**config.mk**
```make
export PLATFORM = sky130hd
export DESIGN_NAME = reg_writeback
export DESIGN_NICKNAME = d
export VERILOG_FILES = /design/src/rtl/reg_writeback.sv
export SDC_FILE = /design/constraint.sdc
export NUM_CORES = 1
export LEC_CHECK = 0
export BUFFER_PORTS_ARGS = -buffer_cell sky130_fd_sc_hd__clkbuf_2
export CAP_MARGIN = 20
export CORE_AREA = 5 5 108 110
export DETAILED_ROUTE_END_ITERATION = 10
export DIE_AREA = 0 0 113 115
export PLACE_DENSITY = 0.76
export SYNTH_ARGS = -nofsm -noshare
export SYNTH_HDL_FRONTEND = slang
export SYNTH_SLANG_ARGS = --single-unit
export TNS_END_PERCENT = 100
```
**constraint.sdc**
```tcl
create_clock -name clock -period 6.5 [get_ports clock]
set_input_delay 0.975 -clock clock [delete_from_list [all_inputs] [get_ports clock]]
set_output_delay 0.975 -clock clock [all_outputs]
set_load 0.02 [all_outputs]
```
**src/rtl/reg_writeback.sv**
```systemverilog
// Writeback stage ahead of the register file.
// ALU results and returning load data enter an in-order FIFO. The FIFO drains one
// entry per cycle onto the register file write port. A pending-destination
// scoreboard drives the decode hazard output.
module reg_writeback #(
    parameter int DEPTH  = 4,
    parameter int DATA_W = 16,
    parameter int ADDR_W = 4
) (
    input  logic              clock,
    input  logic              reset,
    input  logic              alu_valid,
    output logic              alu_ready,
    input  logic [ADDR_W-1:0] alu_addr,
    input  logic [DATA_W-1:0] alu_data,
    input  logic              ld_issue,
    output logic              ld_issue_ok,
    input  logic [ADDR_W-1:0] ld_addr,
    input  logic              ld_resp_valid,
    input  logic [DATA_W-1:0] ld_resp_data,
    input  logic              wr_hold,
    output logic [ADDR_W-1:0] write_addr,
    output logic [DATA_W-1:0] write_data,
    output logic              write_en,
    input  logic [ADDR_W-1:0] hz_addr1,
    input  logic [ADDR_W-1:0] hz_addr2,
    output logic              hazard,
    output logic              wb_idle,
    output logic              ro_err
);

    localparam int PTR_W = (DEPTH > 1) ? $clog2(DEPTH) : 1;
    localparam int CNT_W = PTR_W + 1;
    localparam int NREGS = 1 << ADDR_W;
    localparam logic [CNT_W-1:0]  DEPTH_C  = CNT_W'(DEPTH);
    // Registers 0xD..0xF are read-only; writes to them are swallowed.
    localparam logic [ADDR_W-1:0] RO_FIRST = ADDR_W'(13);

    // FIFO storage (data path, not reset) and control state
    logic [ADDR_W-1:0] fifo_addr [DEPTH];
    logic [DATA_W-1:0] fifo_data [DEPTH];
    logic [PTR_W-1:0]  rd_ptr;
    logic [PTR_W-1:0]  wr_ptr;
    logic [CNT_W-1:0]  count;
    logic              ld_pend;
    logic [ADDR_W-1:0] ld_slot_addr;

    logic              alu_acc;
    logic              resp_acc;
    logic              issue_acc;
    logic              accept_any;
    logic [ADDR_W-1:0] push_addr;
    logic [DATA_W-1:0] push_data;
    logic              push_is_ro;
    logic              push_en;
    logic              pop_en;
    logic              fifo_empty;
    logic [NREGS-1:0]  pending;
    logic [PTR_W-1:0]  offset;

    // The slot reserved for an outstanding load is counted against ALU space,
    // so the returning response (which cannot be stalled) always has room.
    assign fifo_empty  = (count == '0);
    assign ld_issue_ok = !ld_pend && (count < DEPTH_C);
    assign alu_ready   = !ld_resp_valid && ((count + CNT_W'(ld_pend)) < DEPTH_C);

    assign alu_acc    = alu_valid && alu_ready;
    assign resp_acc   = ld_resp_valid && ld_pend;
    assign issue_acc  = ld_issue && ld_issue_ok;
    assign accept_any = alu_acc || resp_acc;

    // alu_ready is low whenever a response arrives, so the two sources never collide.
    assign push_addr  = resp_acc ? ld_slot_addr : alu_addr;
    assign push_data  = resp_acc ? ld_resp_data : alu_data;
    assign push_is_ro = (push_addr >= RO_FIRST);
    assign push_en    = accept_any && !push_is_ro;

    // Drain port: head of FIFO, zeroed while no write is presented.
    assign write_en   = !fifo_empty && !wr_hold;
    assign pop_en     = write_en;
    assign write_addr = write_en ? fifo_addr[rd_ptr] : '0;
    assign write_data = write_en ? fifo_data[rd_ptr] : '0;

    assign wb_idle = fifo_empty && !ld_pend;
    assign hazard  = pending[hz_addr1] | pending[hz_addr2];

    // Scoreboard: mark destinations of every live FIFO entry and the load slot.
    always_comb begin
        pending = '0;
        offset  = '0;
        for (int i = 0; i < DEPTH; i++) begin
            offset = PTR_W'(i) - rd_ptr;
            if ({1'b0, offset} < count) begin
                pending[fifo_addr[i]] = 1'b1;
            end
        end
        if (ld_pend) begin
            pending[ld_slot_addr] = 1'b1;
        end
    end

    // Entry storage and load destination capture; contents are qualified by count/ld_pend.
    always_ff @(posedge clock) begin
        if (push_en) begin
            fifo_addr[wr_ptr] <= push_addr;
            fifo_data[wr_ptr] <= push_data;
        end
        if (issue_acc) begin
            ld_slot_addr <= ld_addr;
        end
    end

    // Pointer, occupancy, load-slot and sticky error control.
    always_ff @(posedge clock or posedge reset) begin
        if (reset) begin
            rd_ptr  <= '0;
            wr_ptr  <= '0;
            count   <= '0;
            ld_pend <= 1'b0;
            ro_err  <= 1'b0;
        end else begin
            wr_ptr <= wr_ptr + PTR_W'(push_en);
            rd_ptr <= rd_ptr + PTR_W'(pop_en);
            count  <= count + CNT_W'(push_en) - CNT_W'(pop_en);
            if (issue_acc) begin
                ld_pend <= 1'b1;
            end else if (resp_acc) begin
                ld_pend <= 1'b0;
            end
            if (accept_any && push_is_ro) begin
                ro_err <= 1'b1;
            end
        end
    end

endmodule

```
# Yosys cells after proc, flatten, opt, wreduce, memory -nomap -nowiden
# Memory sizes are Yosys's and may differ from the RTL's.
# Cells that the tools add are included.
# op_classes
addsub	9
n_lt_le_gt_ge	19
mux	27
n_bitwise	5
n_reduce_logical	22
# op_table
cell	n
$mux 16	7
$or 16x16->16	4
$lt 4x5->1 const B	7
$demux 1 s4	5
$ge 4x1->1 const B	5
$logic_and 1x1->1	14
$lt 2x3->1	4
$mux 1	11
$bmux 1 s4	2
$mux 4	2
$add 3x1->3	2
$lt 3x3->1 const B	2
$logic_not 1->1	5
$add 2x1->2	2
$ge 4x4->1 const B	1
$sub 1x2->2 const A	2
$sub 2x2->2 const A	2
$logic_not 3->1	1
$sub 3x1->3	1
$reduce_bool 2->1	1
$logic_or 1x1->1	1
$or 1x1->1	1
# totals
regBits	13
mem_bits_rw	80
out_inout_bits	26
wordCells	90
memories	2
# mem_list
name	depth	word_bits	read_ports	rd_clocked_by_memory_dff	wr	line_no	text
fifo_data	4	16	1	0	1	41	logic [DATA_W-1:0] fifo_data [DEPTH];
fifo_addr	4	4	5	0	1	40	logic [ADDR_W-1:0] fifo_addr [DEPTH];

# Longest topological paths before layout
# Gate-level depths: netlist (run 1).
# depth
word_depth	16
depth_mapped	13

# Worst setup path after synthesis (run 1)
# Ideal clock, no wire load.
# synth_timing
kind	input-to-reg
start	in ld_resp_valid
end	mem fifo_addr[1][0] (enable)
arrival_time_ps	3785
required_time_ps	6073
slack_ps	2289
path_stages	6
path_buffers	1
path_cell_list	nand2_1 > clkbuf_1 > mux2_2 > o211a_1 > or2_2 > nor3b_1
# synth_between
elab_chain_len	7
word_cells_on_any_way	11
# synth_lines
item	line_no	text
start, declared	19	input logic ld_resp_valid,
$logic_and 1x1->1	68	assign resp_acc = ld_resp_valid && ld_pend;
$mux 4	73	assign push_addr = resp_acc ? ld_slot_addr : alu_addr;
net push_addr[3]	52	logic [ADDR_W-1:0] push_addr;
$ge 4x4->1	75	assign push_is_ro = (push_addr >= RO_FIRST);
$logic_not 1->1	76	assign push_en = accept_any && !push_is_ro;
$logic_and 1x1->1	76	
$mux 1	104	if (push_en) begin
$mux 1 (implied by the code)	105	fifo_addr[wr_ptr] <= push_addr;
end, declared	40	
# The timed path passes the listed nets, and every way through them passes these cells.

# Final worst setup path (run 1)
# layout_timing
start	reg rd_ptr[1]
end	out hazard
# layout_between
elab_chain_len	14
word_cells_on_any_way	22
# layout_lines
item	line_no	text
start, declared	42	logic [PTR_W-1:0] rd_ptr;
start signal, assigned	123	rd_ptr <= rd_ptr + PTR_W'(pop_en);
$sub 1x2->2	92	offset = PTR_W'(i) - rd_ptr;
$lt 2x3->1	93	if ({1'b0, offset} < count) begin
$mux 16	93	
$or 16x16->16 (no line)	n/a	
$mux 16	93	
$or 16x16->16 (no line)	n/a	
$mux 16	93	
$or 16x16->16 (no line)	n/a	
$mux 16 (*)	93	
$or 16x16->16 (no line)	n/a	
$mux 16 (*)	97	if (ld_pend) begin
$bmux 1 s4	85	assign hazard = pending[hz_addr1] | pending[hz_addr2];
$mux 1 (implied by the code)	85	
$or 1x1->1 (*)	85	
end, declared	27	output logic hazard,
# Mark *: on every way between the ends. The rest lies on a longest branch, timed or not. The select of a mux whose other input is x is not followed.

==> results of run 1 <==
worst register-to-register path: stages (launching register included):
cell and delay (ps):
dfrtp_1 480, nand2_1 800, mux2_2 490, o211a_1 240, or2_2 330, inv_1 100
and3_1 870
layout by cell type (no fill, tap or decap), types with 3 or more instances in the layout:
cell,n
edfxtp_1,84
clkbuf_2,79
nor2b_1,25
inv_1,21
mux2_2,20
mux4_2,20
o22ai_1,18
nand2_1,15
nand2b_1,15
nor2_1,13
nand4_1,11
nand3_1,9
nor3_1,9
nor4_1,9
clkbuf_8,9
dfrtp_1,9
ha_1,8
o2111ai_1,7
nand3b_1,6
a211o_1,6
or3_1,6
o221ai_1,6
or2_2,4
and2b_1,4
a2111o_1,4
buf_4,4
xnor2_1,3
xor2_1,3
o32ai_1,3
o31ai_1,3
o32a_1,3
inv_6,3
routing by layer:
| metal | up-vias | wire (µm) | GRT usage (%) |
|---|---|---|---|
| li1 | 1746 | - | - |
| met3 | 31 | 898 | 4.21 |
| met1 | 1894 | 5330 | 26.2 |
| met2 | 157 | 6590 | 35.0 |
| met4 | 0 | 395 | 8.89 |
| met5 | - | 0 | 0 |
flip-flops by register name (all words and copies together) (netlist names):
| name | count |
|---|---|
| ld_pend | 1 |
| ro_err | 1 |
| fifo_addr | 16 |
| count | 3 |
| wr_ptr | 2 |
| rd_ptr | 2 |
| fifo_data | 64 |
| ld_slot_addr | 4 |
synth_stat cells, types with 4 or more instances:
cell        n  share of area (%)
and2b_1     4               0.58
edfxtp_1   84                 49
nor4_1      9                1.1
or2_2       4               0.48
nand3b_1    6               0.87
o22ai_1    18                2.2
ha_1        8                1.9
inv_1      21                1.5
nand4_1    11                1.3
mux2_2     20                4.4
nor3_1     10               0.97
a211o_1     6                1.0
clkbuf_1   12               0.87
dfrtp_1     9                4.4
nand2b_1   15                1.8
nand2_1    15                1.1
buf_2       6               0.58
nor2_1     14                1.0
or3_1       6               0.73
a2111o_1    4               0.87
o2111ai_1   7                1.2
nor2b_1    25                3.0
mux4_2     20                8.7
o221ai_1    6                1.0
nand3_1     9               0.87
power breakdown:
part           internal (µW)  switching, µW  total [µW]
clock network            187            213         400
registers                792            107         898
logic                    447            596        1040
total                   1430            916        2340
logic make-up (layout without fill, tap and decap cells):
| group | after synthesis | in the layout | synth area share [%] |
|---|---|---|---|
| compound gates | 74 | 74 | 11.8 |
| xor+xnor | 6 | 6 | 1.02 |
| fa+ha+maj | 9 | 9 | 2.32 |
| buf+inv | 42 | 121 | 3.34 |
| flops | 93 | 93 | 53.1 |
| mux | 40 | 40 | 13.1 |
| simple gates | 137 | 137 | 15.3 |
final cells by class:
type | count | area share, %
clock buffers | 9 | 2.09
clock inverters | 7 | 1.46
multi-input cells | 266 | 38.2
flip-flops and latches | 93 | 46.4
inverters | 21 | 1.33
well taps | 140 | 2.96
repair buffers | 84 | 7.64
how the worst max path moves through the flow:
stage / cells after the start / endpoint / slack (ps)
3_3_place_gp: 11 / hazard / 2130
3_5_place_dp: 11 / hazard / 2010
6_report: 12 / hazard / 2010
2_1_floorplan: 6 / fifo_addr[1][0] / 2290
4_1_cts: 11 / hazard / 1600
5_1_grt: 12 / hazard / 1800
metrics by stage:
stage	cells	util (%)	total power (µW)
after global placement	603	53.7	1900
after floorplan	401	-	1650
final	620	55.9	2340
after global routing	620	55.9	2480
after detailed placement	603	53.7	1930
after CTS	619	55.6	2330
==> out/metrics.csv, run 1 <==
stage,metric,value,unit
logic_synthesis,Mapped Avg Cell Area,12.9,µm²
logic_synthesis,Syn Inst Count,401,
critical_path,crit-path max FO,20,
placement,DP HPWL,9.53,mm
logic_synthesis,Synth async-reset ratio,9.68,%
routing,Vias,3828,
clock_network,clock latency on the worst-skew pair,370,ps
logic_synthesis,Synthesis Warnings,0,
clock_network,CTS Hold Bufs,0,
placement,dpl ws,2010,ps
power_and_ir_drop,Leakage,0.00218,µW
critical_path,R2R cell count,6,
sta,min Tclk post-route,4490,ps
power_and_ir_drop,PwrDens,395,nW/µm²
floorplanning,area of the core,10600,µm²
min_path,hold path depth,1,
sta,Final WS setup,2010,ps
critical_path,Top Family by Delay on Critical Path,compound AO/OA/AOI/OAI gates,
floorplanning,Die X,113,µm
critical_path,Reg2Reg Launch Point,ld_pend,
placement,GP Congestion,0.971,
critical_path,Worst path max stage delay,540,ps
critical_path,Worst Path Buf+Inv,3,
layout,share of cells above drive strength 1,32.1,%
sta,Final Slew Violations,0,
placement,Post-DP Area,5690,µm²
sta,Final Hold Fails,0,
run,MaxCap Viol Count,0,
critical_path,reg-to-reg setup timing slack,2820,ps
sta,setup TNS,0,ps
clock_network,CTS tree,done,
clock_network,post-CTS setup buffers,0,
routing,Antenna Nets Post-Route,0,
critical_path,Critical-path top delay cell,dfrtp_1,
placement,Port Buffers,79,
routing,vias per cell,6.17,
global_route,vias in the first global route,3918,
outcome,outcome,finished clean,
floorplanning,# IOs,80,
clock_network,Root Buffer,clkbuf_8,
logic_synthesis,"flops & latches, synth",93,
floorplanning,full die area,13000,µm²
clock_network,CTS sink count,93,
floorplanning,Core Rows,38,
critical_path,RR Endpoint,fifo_addr[3][2],
routing,DRT Pass-1 Iters,7,
global_route,initial antenna violation count,0,
routing,DR DRC count,0,
clock_network,total CTS buffers,9,
logic_synthesis,Post-Syn Nets,464,
critical_path,Critical Path Sink Type,output port,
critical_path,Critical Path Start,rd_ptr[1],
global_route,all-layer global routing usage,20.8,%
power_and_ir_drop,peak supply drop,0.000255,V
layout,FF+latch area,2750,µm²
sta,Worst-Margin Slew,1060,ps
global_route,Overflow after GRT,0,
sta,RSZ-0062 raised after global routing,no,
sta,Clock Skew,12.6,ps
floorplanning,Die Span Y,115,µm
critical_path,worst-path cell chain,buf_16 > xor2_1 > inv_1 > ha_1 > nor2b_1 > a211o_1 > o31ai_1 > nor4_1 > a2111o_1 > a41o_1 > nand4_1 > clkbuf_2,
logic_synthesis,synthesized cell area,5170,µm²
min_path,Hold Path Class,flip-flop to flip-flop,
global_route,first-pass GRT wire length,20.9,mm
min_path,Hold Path Origin,ro_err,
clock_network,H-tree Lvls,3,
sta,Max Clk Rate,0.223,GHz
layout,P&R area growth vs syn,14.6,%
sta,# setup viols final,0,
sta,worst hold slack,497,ps
critical_path,CP required,5520,ps
layout,area of the multi-input gates,2260,µm²
routing,routed wire length,13.2,mm
logic_synthesis,"EDFF count, synth",84,
routing,Initial DRC Count,292,
critical_path,"Data arrival, critical path",3520,ps
layout,final design area excluding fillers,5930,µm²
logic_synthesis,Yosys cell types,56,
critical_path,startpoint types,flip-flop,
sta,fin crit share,69.1,%
layout,FILL cells,880,
critical_path,critical path class,flip-flop to output port,
logic_synthesis,dominant synthesized flop cell,edfxtp_1,
layout,Antenna Cells,0,
floorplanning,Initial Util,48.8,%
min_path,hold endpoint,ro_err,
sta,relative slew slack,29.3,%
clock_network,clock slew at reported path FFs,90,ps
logic_synthesis,sequential area share after synthesis,53.1,%
global_route,largest net degree at the start of global routing,27,
clock_network,PostCTS Resize Cnt,0,
layout,Layout Nets,538,
clock_network,maximum clock insertion buffer count,2,
routing,drt wl/cell,21.3,µm
Note: power is estimated with default switching activity, not from simulation.
==> run 2, diff against run 1 <==
--- a/config.mk
+++ b/config.mk
@@ -10,7 +10,7 @@
 export CORE_AREA = 5 5 108 110
 export DETAILED_ROUTE_END_ITERATION = 10
 export DIE_AREA = 0 0 113 115
-export PLACE_DENSITY = 0.76
+export PLACE_DENSITY = 0.78
 export SYNTH_ARGS = -nofsm -noshare
 export SYNTH_HDL_FRONTEND = slang
 export SYNTH_SLANG_ARGS = --single-unit
==> constraint.sdc (replaced) <==
create_clock -name clock -period 3.8 [get_ports clock]
set_input_delay 0.57 -clock clock [delete_from_list [all_inputs] [get_ports clock]]
set_output_delay 0.57 -clock clock [all_outputs]
set_load 0.02 [all_outputs]
==> out/metrics.csv, run 2 (same netlist as run 1, synthesis figures left out) <==
stage,metric,value,unit
outcome,outcome,finished clean,
layout,P&R area growth vs syn,16.5,%
critical_path,"Data arrival, critical path",3100,ps
layout,Layout Nets,546,
routing,Vias,3909,
routing,vias per cell,6.22,
sta,Worst-Margin Slew,532,ps
power_and_ir_drop,Internal,2450,µW
critical_path,Critical-path top delay cell,dfrtp_1,
global_route,first-pass GRT wire length,21.8,mm
clock_network,CTS sink count,93,
floorplanning,Core Rows,38,
sta,relative slew slack,64.6,%
run,MaxCap Viol Count,0,
clock_network,maximum clock insertion buffer count,2,
critical_path,Critical Path Sink Type,output port,
sta,Final Hold Fails,0,
placement,Port Buffers,79,
routing,Antenna Nets Post-Route,0,
sta,Final Slew Violations,0,
global_route,gr busiest metal,met2,
clock_network,H-tree Lvls,3,
global_route,initial antenna violation count,0,
clock_network,clock latency on the worst-skew pair,360,ps
floorplanning,Initial Util,48.8,%
power_and_ir_drop,clock power share,15.3,%
global_route,all-layer global routing usage,21.7,%
global_route,largest net degree at the start of global routing,27,
layout,FILL cells,869,
routing,drt wl/cell,22.2,µm
placement,GP Congestion,0.979,
layout,Antenna Cells,0,
power_and_ir_drop,sequential power share,37.5,%
routing,routed wire length,13.9,mm
layout,biggest regs,"fifo_data x64, fifo_addr x16, ld_slot_addr x4",
min_path,Hold Path Class,input port to asynchronous set/reset pin,
floorplanning,# IOs,80,
critical_path,Reg2Reg Launch Point,ld_pend,
critical_path,CP required,3230,ps
power_and_ir_drop,sw frac,40.1,%
sta,fin crit share,96.5,%
critical_path,R2R cell count,11,
critical_path,Worst path max stage delay,430,ps
clock_network,CTS Hold Bufs,0,
routing,DR DRC count,0,
layout,most frequent cells in the layout,"84 x edfxtp_1, 78 x clkbuf_2, 24 x nor2b_1",
clock_network,clock slew at reported path FFs,100,ps
power_and_ir_drop,Leakage,0.00222,µW
layout,share of cells above drive strength 1,35.2,%
critical_path,reg-to-reg setup timing slack,760,ps
sta,# setup viols final,0,
routing,DRT Pass-1 Iters,7,
sta,min Tclk post-route,3670,ps
sta,Max Clk Rate,0.273,GHz
power_and_ir_drop,Sw Pwr,1640,µW
clock_network,Root Buffer,clkbuf_8,
layout,Largest Register,fifo_data,
power_and_ir_drop,PwrDens,678,nW/µm²
critical_path,worst-path cell chain,xor2_2 > inv_1 > ha_1 > nor2b_1 > a211o_1 > o22ai_1 > or3_1 > o2bb2ai_1 > a311oi_1 > nand4_1 > buf_2,
placement,dpl ws,422,ps
layout,Final Util,56.8,%
power_and_ir_drop,Comb pwr share,47.1,%
power_and_ir_drop,total power,4090,µW
critical_path,startpoint types,flip-flop,
floorplanning,Die X,113,µm
layout,max FFs per register,64,
routing,Initial DRC Count,300,
placement,Post-DP Area,5730,µm²
global_route,met3 usage,4.05,%
sta,Clock Skew,9.05,ps
global_route,grt met2 use,38.6,%
critical_path,RR Endpoint,count[2],
floorplanning,Die Span Y,115,µm
power_and_ir_drop,peak supply drop,0.000455,V
global_route,met1 usage,26.9,%
critical_path,crit-path max FO,5,
clock_network,CTS tree,done,
global_route,Overflow after GRT,0,
layout,"commonest non-fill, non-tap cell in the layout",edfxtp_1,
layout,final design area excluding fillers,6020,µm²
sta,worst hold slack,142,ps
critical_path,critical path class,flip-flop to output port,
global_route,vias in the first global route,3977,
sta,Final WS setup,131,ps
clock_network,total CTS buffers,9,
placement,DP HPWL,10.3,mm
floorplanning,full die area,13000,µm²
floorplanning,area of the core,10600,µm²
==> run 2: cell count changes in the layout (fill, tap and decap cells not counted), moves of 2 or more <==
| cell | delta |
|---|---|
| o22ai_1 | -2 |
| buf_4 | +7 |
| a211o_4 | +2 |
| a211o_1 | -3 |
| buf_6 | +2 |
| o22ai_2 | +2 |
==> run 2: how the worst max path moves through the flow <==
stage / from / end / slack [ps] / cells past startpoint
after floorplan: ld_resp_valid / fifo_addr[0][0] / 140 / 6
after global placement: count[1] / hazard / 460 / 10
after detailed placement: count[1] / hazard / 420 / 10
after CTS: count[1] / hazard / 20 / 10
after global routing: rd_ptr[1] / hazard / -1 / 11
final: rd_ptr[1] / hazard / 130 / 11
==> run 2: critical path: cells and delay by family (launching register included) <==
kind            cells  cell delay [ps]
fa+ha+maj           1              120
simple gates        3              950
compound gates      4              830
xor+xnor            1              200
buf+inv             2              230
flops               1              430
==> run 2: final cells by class <==
cell class              count  area, µm²  share of cell area [%]
flip-flops and latches     93       2750                    45.6
multi-input cells         266       2330                    38.7
repair buffers             92        500                    8.31
well taps                 140        175                    2.91
clock buffers               9        124                    2.06
inverters                  21       78.8                    1.31
clock inverters             7       62.6                    1.04
==> run 2: per-layer routing <==
metal  routed length, µm  share of wire (%)
met3                 833                6.0
met5                   0                  0
met4                 315                2.3
met1                5540                 40
met2                7240                 52
==> run 2: through the flow <==
| step | setup TNS, ps | std cells |
|---|---|---|
| 6_report | 0 | 628 |
| 5_1_grt | -0.973 | 628 |
| 4_1_cts | 0 | 624 |
| 3_5_place_dp | 0 | 608 |
| 3_3_place_gp | 0 | 608 |
| 2_1_floorplan | 0 | 401 |
==> run 2: what timing repair did <==
item,CTS,global route
gates resized for setup,0,16
setup endpoints to repair,0,1
setup buffers,0,4
==> run 2: power by group through the flow <==
stage / clock network [µW] / logic (µW) / registers (µW)
6_report: 626 / 1930 / 1530
3_3_place_gp: 0 / 1790 / 1530
2_1_floorplan: 0 / 1350 / 1460
4_1_cts: 635 / 1830 / 1520
5_1_grt: 680 / 2080 / 1560
3_5_place_dp: 0 / 1820 / 1550
